<file path="src/rtl/proc_pkg.sv">
// ---------------------------------------------------------------------------
// proc_pkg
// Shared definitions for the filter processor pipeline: MEM-stage state
// encoding, default data/register-address widths, default access timeout and
// the width of the access timeout counter.
// ---------------------------------------------------------------------------
package proc_pkg;

  localparam int DEF_DATA_W  = 32;
  localparam int DEF_DIR_W   = 4;
  localparam int DEF_TIMEOUT = 16;

  // Wide enough for any TIMEOUT up to 255.
  localparam int CNT_W = 8;

  typedef enum logic {
    IDLE = 1'b0,
    BUSY = 1'b1
  } mem_state_t;

  // Terminal count of the timeout counter for a given TIMEOUT.
  function automatic logic [CNT_W-1:0] timeout_last(input int timeout);
    return CNT_W'(timeout - 1);
  endfunction

endpackage

</file>
<file path="src/rtl/mem_timeout_ctr.sv">
// ---------------------------------------------------------------------------
// mem_timeout_ctr
// Up-counter that measures how long a memory access has been outstanding.
// expired is high while the count sits at TIMEOUT-1.
//
// Ports:
//   clk     in   clock, rising edge
//   rst     in   asynchronous active-high reset
//   clear   in   synchronous clear to zero (has priority over enable)
//   enable  in   count up by one this cycle
//   expired out  count == TIMEOUT-1
// ---------------------------------------------------------------------------
module mem_timeout_ctr
  import proc_pkg::*;
#(
  parameter int TIMEOUT = DEF_TIMEOUT
) (
  input  logic clk,
  input  logic rst,
  input  logic clear,
  input  logic enable,
  output logic expired
);

  localparam logic [CNT_W-1:0] LAST = timeout_last(TIMEOUT);

  logic [CNT_W-1:0] count;

  always_ff @(posedge clk or posedge rst) begin
    if (rst) begin
      count <= '0;
    end else if (clear) begin
      count <= '0;
    end else if (enable) begin
      count <= count + CNT_W'(1);
    end
  end

  assign expired = (count == LAST);

endmodule

</file>
<file path="src/rtl/mem_access_stage.sv">
// ---------------------------------------------------------------------------
// mem_access_stage
// MEM stage of the filter processor. Non-memory instructions pass their ALU
// result straight to the MEM/WB register; loads and stores are issued on a
// req/ack data-memory port while upstream is stalled. An access that sees no
// ack within TIMEOUT cycles is abandoned and flagged on o_mem_err (sticky).
//
// Ports:
//   clk, rst                 clock, asynchronous active-high reset
//   i_valid                  instruction presented by EX/MEM
//   i_mem_read, i_mem_write  load / store
//   i_addr, i_store_data     memory address and store data
//   i_alu_result             result for non-memory instructions
//   i_WE, i_WB_Dir           register-file write enable and destination
//   o_stall                  hold upstream (high while an access is open)
//   o_mem_req/we/addr/wdata  data-memory request port (all registered)
//   i_mem_ack, i_mem_rdata   access completion and read data
//   o_WE_MEM_WB, o_WB_Data, o_WB_Dir  registered writeback to MEM/WB
//   o_mem_err                sticky access-timeout flag
// ---------------------------------------------------------------------------
module mem_access_stage
  import proc_pkg::*;
#(
  parameter int DATA_W  = DEF_DATA_W,
  parameter int DIR_W   = DEF_DIR_W,
  parameter int TIMEOUT = DEF_TIMEOUT
) (
  input  logic              clk,
  input  logic              rst,
  input  logic              i_valid,
  input  logic              i_mem_read,
  input  logic              i_mem_write,
  input  logic [DATA_W-1:0] i_addr,
  input  logic [DATA_W-1:0] i_store_data,
  input  logic [DATA_W-1:0] i_alu_result,
  input  logic              i_WE,
  input  logic [DIR_W-1:0]  i_WB_Dir,
  output logic              o_stall,
  output logic              o_mem_req,
  output logic              o_mem_we,
  output logic [DATA_W-1:0] o_mem_addr,
  output logic [DATA_W-1:0] o_mem_wdata,
  input  logic              i_mem_ack,
  input  logic [DATA_W-1:0] i_mem_rdata,
  output logic              o_WE_MEM_WB,
  output logic [DATA_W-1:0] o_WB_Data,
  output logic [DIR_W-1:0]  o_WB_Dir,
  output logic              o_mem_err
);

  mem_state_t state, state_nxt;

  logic              mem_req_nxt, mem_we_nxt;
  logic [DATA_W-1:0] mem_addr_nxt, mem_wdata_nxt;
  logic [DIR_W-1:0]  lat_dir, lat_dir_nxt;
  logic              lat_we, lat_we_nxt;
  logic              lat_load, lat_load_nxt;
  logic              wb_we_nxt;
  logic [DATA_W-1:0] wb_data_nxt;
  logic [DIR_W-1:0]  wb_dir_nxt;
  logic              mem_err_nxt;
  logic              ctr_clear, ctr_en, ctr_expired;

  mem_timeout_ctr #(
    .TIMEOUT (TIMEOUT)
  ) u_timeout (
    .clk     (clk),
    .rst     (rst),
    .clear   (ctr_clear),
    .enable  (ctr_en),
    .expired (ctr_expired)
  );

  always_ff @(posedge clk or posedge rst) begin
    if (rst) begin
      state <= IDLE;
    end else begin
      state <= state_nxt;
    end
  end

  always_comb begin
    state_nxt     = state;
    mem_req_nxt   = o_mem_req;
    mem_we_nxt    = o_mem_we;
    mem_addr_nxt  = o_mem_addr;
    mem_wdata_nxt = o_mem_wdata;
    lat_dir_nxt   = lat_dir;
    lat_we_nxt    = lat_we;
    lat_load_nxt  = lat_load;
    wb_we_nxt     = 1'b0;
    wb_data_nxt   = o_WB_Data;
    wb_dir_nxt    = o_WB_Dir;
    mem_err_nxt   = o_mem_err;
    ctr_clear     = 1'b0;
    ctr_en        = 1'b0;

    case (state)
      IDLE: begin
        if (i_valid) begin
          if (i_mem_read || i_mem_write) begin
            mem_req_nxt   = 1'b1;
            mem_we_nxt    = i_mem_write;
            mem_addr_nxt  = i_addr;
            mem_wdata_nxt = i_store_data;
            lat_dir_nxt   = i_WB_Dir;
            lat_we_nxt    = i_WE;
            // The illegal read+write combination behaves as a store, so it
            // never writes the register file with undefined data.
            lat_load_nxt  = i_mem_read & ~i_mem_write;
            ctr_clear     = 1'b1;
            state_nxt     = BUSY;
          end else begin
            wb_data_nxt = i_alu_result;
            wb_dir_nxt  = i_WB_Dir;
            wb_we_nxt   = i_WE;
          end
        end
      end
      BUSY: begin
        ctr_en = 1'b1;
        // Ack is checked first so a completion on the expiry cycle wins.
        if (i_mem_ack) begin
          mem_req_nxt = 1'b0;
          state_nxt   = IDLE;
          if (lat_load) begin
            wb_data_nxt = i_mem_rdata;
            wb_dir_nxt  = lat_dir;
            wb_we_nxt   = lat_we;
          end
        end else if (ctr_expired) begin
          mem_req_nxt = 1'b0;
          mem_err_nxt = 1'b1;
          state_nxt   = IDLE;
        end
      end
      default: begin
        state_nxt = IDLE;
      end
    endcase
  end

  always_ff @(posedge clk or posedge rst) begin
    if (rst) begin
      o_mem_req   <= 1'b0;
      o_mem_we    <= 1'b0;
      o_mem_addr  <= '0;
      o_mem_wdata <= '0;
      lat_dir     <= '0;
      lat_we      <= 1'b0;
      lat_load    <= 1'b0;
      o_WE_MEM_WB <= 1'b0;
      o_WB_Data   <= '0;
      o_WB_Dir    <= '0;
      o_mem_err   <= 1'b0;
    end else begin
      o_mem_req   <= mem_req_nxt;
      o_mem_we    <= mem_we_nxt;
      o_mem_addr  <= mem_addr_nxt;
      o_mem_wdata <= mem_wdata_nxt;
      lat_dir     <= lat_dir_nxt;
      lat_we      <= lat_we_nxt;
      lat_load    <= lat_load_nxt;
      o_WE_MEM_WB <= wb_we_nxt;
      o_WB_Data   <= wb_data_nxt;
      o_WB_Dir    <= wb_dir_nxt;
      o_mem_err   <= mem_err_nxt;
    end
  end

  assign o_stall = (state == BUSY);

endmodule
</file>
<file path="config.mk">
export PLATFORM = sky130hd
export DESIGN_NAME = mem_access_stage
export DESIGN_NICKNAME = d
export VERILOG_FILES = /design/src/rtl/proc_pkg.sv /design/src/rtl/mem_timeout_ctr.sv /design/src/rtl/mem_access_stage.sv
export SDC_FILE = /design/constraint.sdc
export NUM_CORES = 1
export LEC_CHECK = 0
export CAP_MARGIN = 40
export CORE_MARGIN = 8
export CORE_UTILIZATION = 29
export CTS_CLUSTER_DIAMETER = 60
export DETAILED_ROUTE_END_ITERATION = 6
export GPL_ROUTABILITY_DRIVEN = 0
export HOLD_SLACK_MARGIN = 0.06
export PLACE_DENSITY = 0.65
export SLEW_MARGIN = 20
export SYNTH_ARGS = -nofsm -noshare
export SYNTH_HDL_FRONTEND = slang
export SYNTH_HIERARCHICAL = 1
export SYNTH_SLANG_ARGS = --single-unit
</file>
<file path="constraint.sdc">
create_clock -name clk -period 4.6 [get_ports clk]
set_input_delay 0.92 -clock clk [delete_from_list [all_inputs] [get_ports clk]]
set_output_delay 0.92 -clock clk [all_outputs]
set_load 0.005 [all_outputs]
</file>
==> impl_results.md <==
* All-Layer GR Usage at 0.129
* Mapped Nets at 465
* Max-Cap Viols at 0
* Fin. Hold Viols at 0
* DRT iter0 DRCs at 123
* Reg2reg path depth at 4
* Post-layout min period at 2.90 ns
* Crit path cell chain: clkdlybuf4s50_1 -> nor2_1 -> and2b_4 -> buf_4 -> mux2_1
* CP Launch Type: input pin
* WP data arrival at 3.18 ns
* CTS root buf: clkbuf_16
* Tcrit/Tclk final at 0.630
* P_leak at 3.64 nW
* Row count at 49
* RSZ-0062 raised after global routing: false
* Synth Register Bits at 119
* Die ar. at 23,000 µm²
* Top post-synthesis cells by area: dfrtp_1 56%, mux2_4 23%, mux2_2 8.2%
* I/O pins at 244
* GR Overflow Total at 0
* Worst Hold Class: register to register
* Worst-path cell with the longest stage delay: and2b_4
* Worst-path maximum fanout at 32
* First drt pass iteration count at 4
* Post-CTS Setup Inserts at 0
* Core footprint at 18,000 µm²
* Hold path depth at 1
* Mapped Cells at 325
* Nets at 716
* Synth warnings at 6
* Worst path max stage delay at 0.66 ns
* CTS sink count at 119
* Wire per inst at 18.1 µm
* Max_slew headroom at 0.503
* Top cell type by total area after synthesis: dfrtp_1
* Final setup skew at 0.00689 ns
* Post-CTS resize count at 0
* Die height at 152 µm
* Clk Latency, worst-skew pair at 0.40 ns
* Die W at 152 µm
* Reg2reg start: o_stall
* F_max at 345 MHz
* Via/cell ratio at 4.34
* CTS tree: built
* Syn_area_per_cell at 16.4 µm²
* IO Port Bufs at 243
* CTS Buf Count at 17
* Vias in the first global route at 4,075
* Endpoints failing setup at 0
* Crit end category: register
* Post-synthesis cell area at 5330 µm²
* Top cell type's share of synthesized area at 0.559
* Area grow syn2layout at 60.8%
* Hold EP: o_mem_wdata[4]
* Share of cells above drive strength 1 at 0.275
* Post-Route WL at 14,800 µm
* Initial antenna violation count at 0
* WP data required at 4.89 ns
* Pwr Density at 506 nW/µm²
* R2R Setup Slk at 2.07 ns
* Worst-margin pin slew at 0.745 ns
* Critical R2R Capture: o_WB_Data[6]
* Clock Path Buffers at 2
* Sequential-to-total area share from yosys stat at 0.559
* Core Util, Final at 0.477
* WS Path Type: input pin to register
* Largest net degree at the start of global routing at 57
* Starting density of the core at 0.296
* Hold wc startpoint: o_mem_wdata[4]
* Routed Antenna Nets at 0
* Hold-fix buffers at CTS at 0
* Vias post-DR at 3,553
* Run status: complete, no violations
* Slew Limit Fails at 0
* Yosys cell types at 30
* Dpl hpwl at 11,200 µm
* ANT cells at 0
* Residual DRC at 0
* Setup TNS at 0 ns
* First-pass GRT wire length at 22,600 µm
* VDD IR-drop max at 0.000244 V
* CTS clk-pin slew, worst paths at 0.05 ns
* H-tree depth at 4
-- cell families (layout without fill, tap and decap cells) --
logic type	after synthesis	count (layout)	share of synthesized area
fa+ha+maj	1	1	0.00235
xor+xnor	4	4	0.00658
simple gates	23	23	0.0228
buf+inv	22	286	0.0331
mux	144	144	0.360
flops	119	119	0.559
compound gates	12	12	0.0155
-- critical path, delay by kind of cell --
kind                   cells  cell delay (ns)
AND/OR/NAND/NOR            2             0.77
buffers and inverters      2             1.10
multiplexers               1             0.37
-- registers in the layout, indices dropped and copies added (netlist names) --
register and count:
o_mem_wdata 32, lat_load 1, o_mem_addr 32, o_mem_err 1, lat_we 1, u_timeout/count 8
o_stall 1, o_WE_MEM_WB 1, o_mem_req 1, o_mem_we 1, lat_dir 4, o_WB_Data 32
o_WB_Dir 4
-- power breakdown --
| part | switching, W | internal, W | total, W |
|---|---|---|---|
| combinational | 0.000414 | 0.00100 | 0.00141 |
| clock | 0.000471 | 0.000895 | 0.00137 |
| sequential | 0.000187 | 0.00137 | 0.00155 |
| total | 0.00107 | 0.00326 | 0.00433 |
-- cells in the final DEF, fill, tap and decap left out --
cell               n
mux2_4            80
o21ai_0            4
inv_1              3
nand4_1            4
clkbuf_1           1
a32o_2             1
a21oi_1            3
nand2_1            4
o21bai_1           2
bufinv_16          3
clkbuf_16         17
and4_1             1
clkinv_4           4
o21a_1             1
o2111ai_2          1
nor4_1             1
dfrtp_1          118
ha_1               1
nand3_1            1
clkdlybuf4s50_1  243
clkbuf_8           3
nor2_1             6
and2b_4            1
buf_4              7
clkinvlp_4         1
dfrtp_2            1
clkinv_2           3
nor2b_1            1
mux2i_1            2
or3_1              3
nand2b_1           1
inv_4              1
xor2_1             3
mux2_1            23
mux2_2            39
xnor2_1            1
-- area by class of cell --
| class | instances | area [µm²] |
|---|---|---|
| fill | 1569 | 9400 |
| tap | 229 | 287 |
| clock inverter | 11 | 148 |
| sequential | 119 | 2980 |
| inverter | 4 | 17.5 |
| multi-input combinational | 184 | 2170 |
| clock buffer | 21 | 470 |
| timing repair buffer | 250 | 2480 |
-- synth_stat cells, drive strengths merged --
cell type / number
inv: 4
nor2b: 1
and2b: 1
nor4: 1
nand2b: 1
xnor2: 1
buf: 17
or3: 3
xor2: 3
o21a: 1
o2111ai: 1
a21oi: 3
dfrtp: 119
and4: 1
mux2i: 2
o21ai: 4
nand4: 4
clkbuf: 1
o21bai: 2
mux2: 142
nand3: 1
ha: 1
nand2: 4
a32o: 1
nor2: 6
-- how the worst max path moves through the flow --
stage	to	slack, ns	cells past startpoint	from
2_1_floorplan	lat_dir[0]	0.75	1	rst
3_3_place_gp	o_mem_wdata[0]	1.31	5	i_mem_write
3_5_place_dp	o_mem_wdata[1]	1.26	5	i_mem_write
4_1_cts	o_mem_wdata[1]	1.70	5	i_mem_write
5_1_grt	o_mem_wdata[1]	1.61	5	i_mem_write
6_report	o_mem_wdata[1]	1.70	5	i_mem_write
-- routing by layer --
layer,vias to the layer above,global-route usage,part of all wire
met5,-,0,0
met4,0,0.0470,0.012
met1,1726,0.147,0.39
met3,11,0.0644,0.11
li1,1666,-,-
met2,150,0.206,0.48
-- per-stage QoR --
stage	area [µm²]	worst slack [ns]	hold WS, ns	instances	total power [W]
2_1_floorplan	5330	0.749	0.468	325	0.00214
3_3_place_gp	7940	1.31	0.465	786	0.00298
3_5_place_dp	7940	1.26	0.474	786	0.00301
4_1_cts	8560	1.70	0.486	818	0.00442
5_1_grt	8560	1.61	0.500	818	0.00458
6_report	8560	1.70	0.480	818	0.00433
No activity file was read; power rests on OpenSTA's default activity.
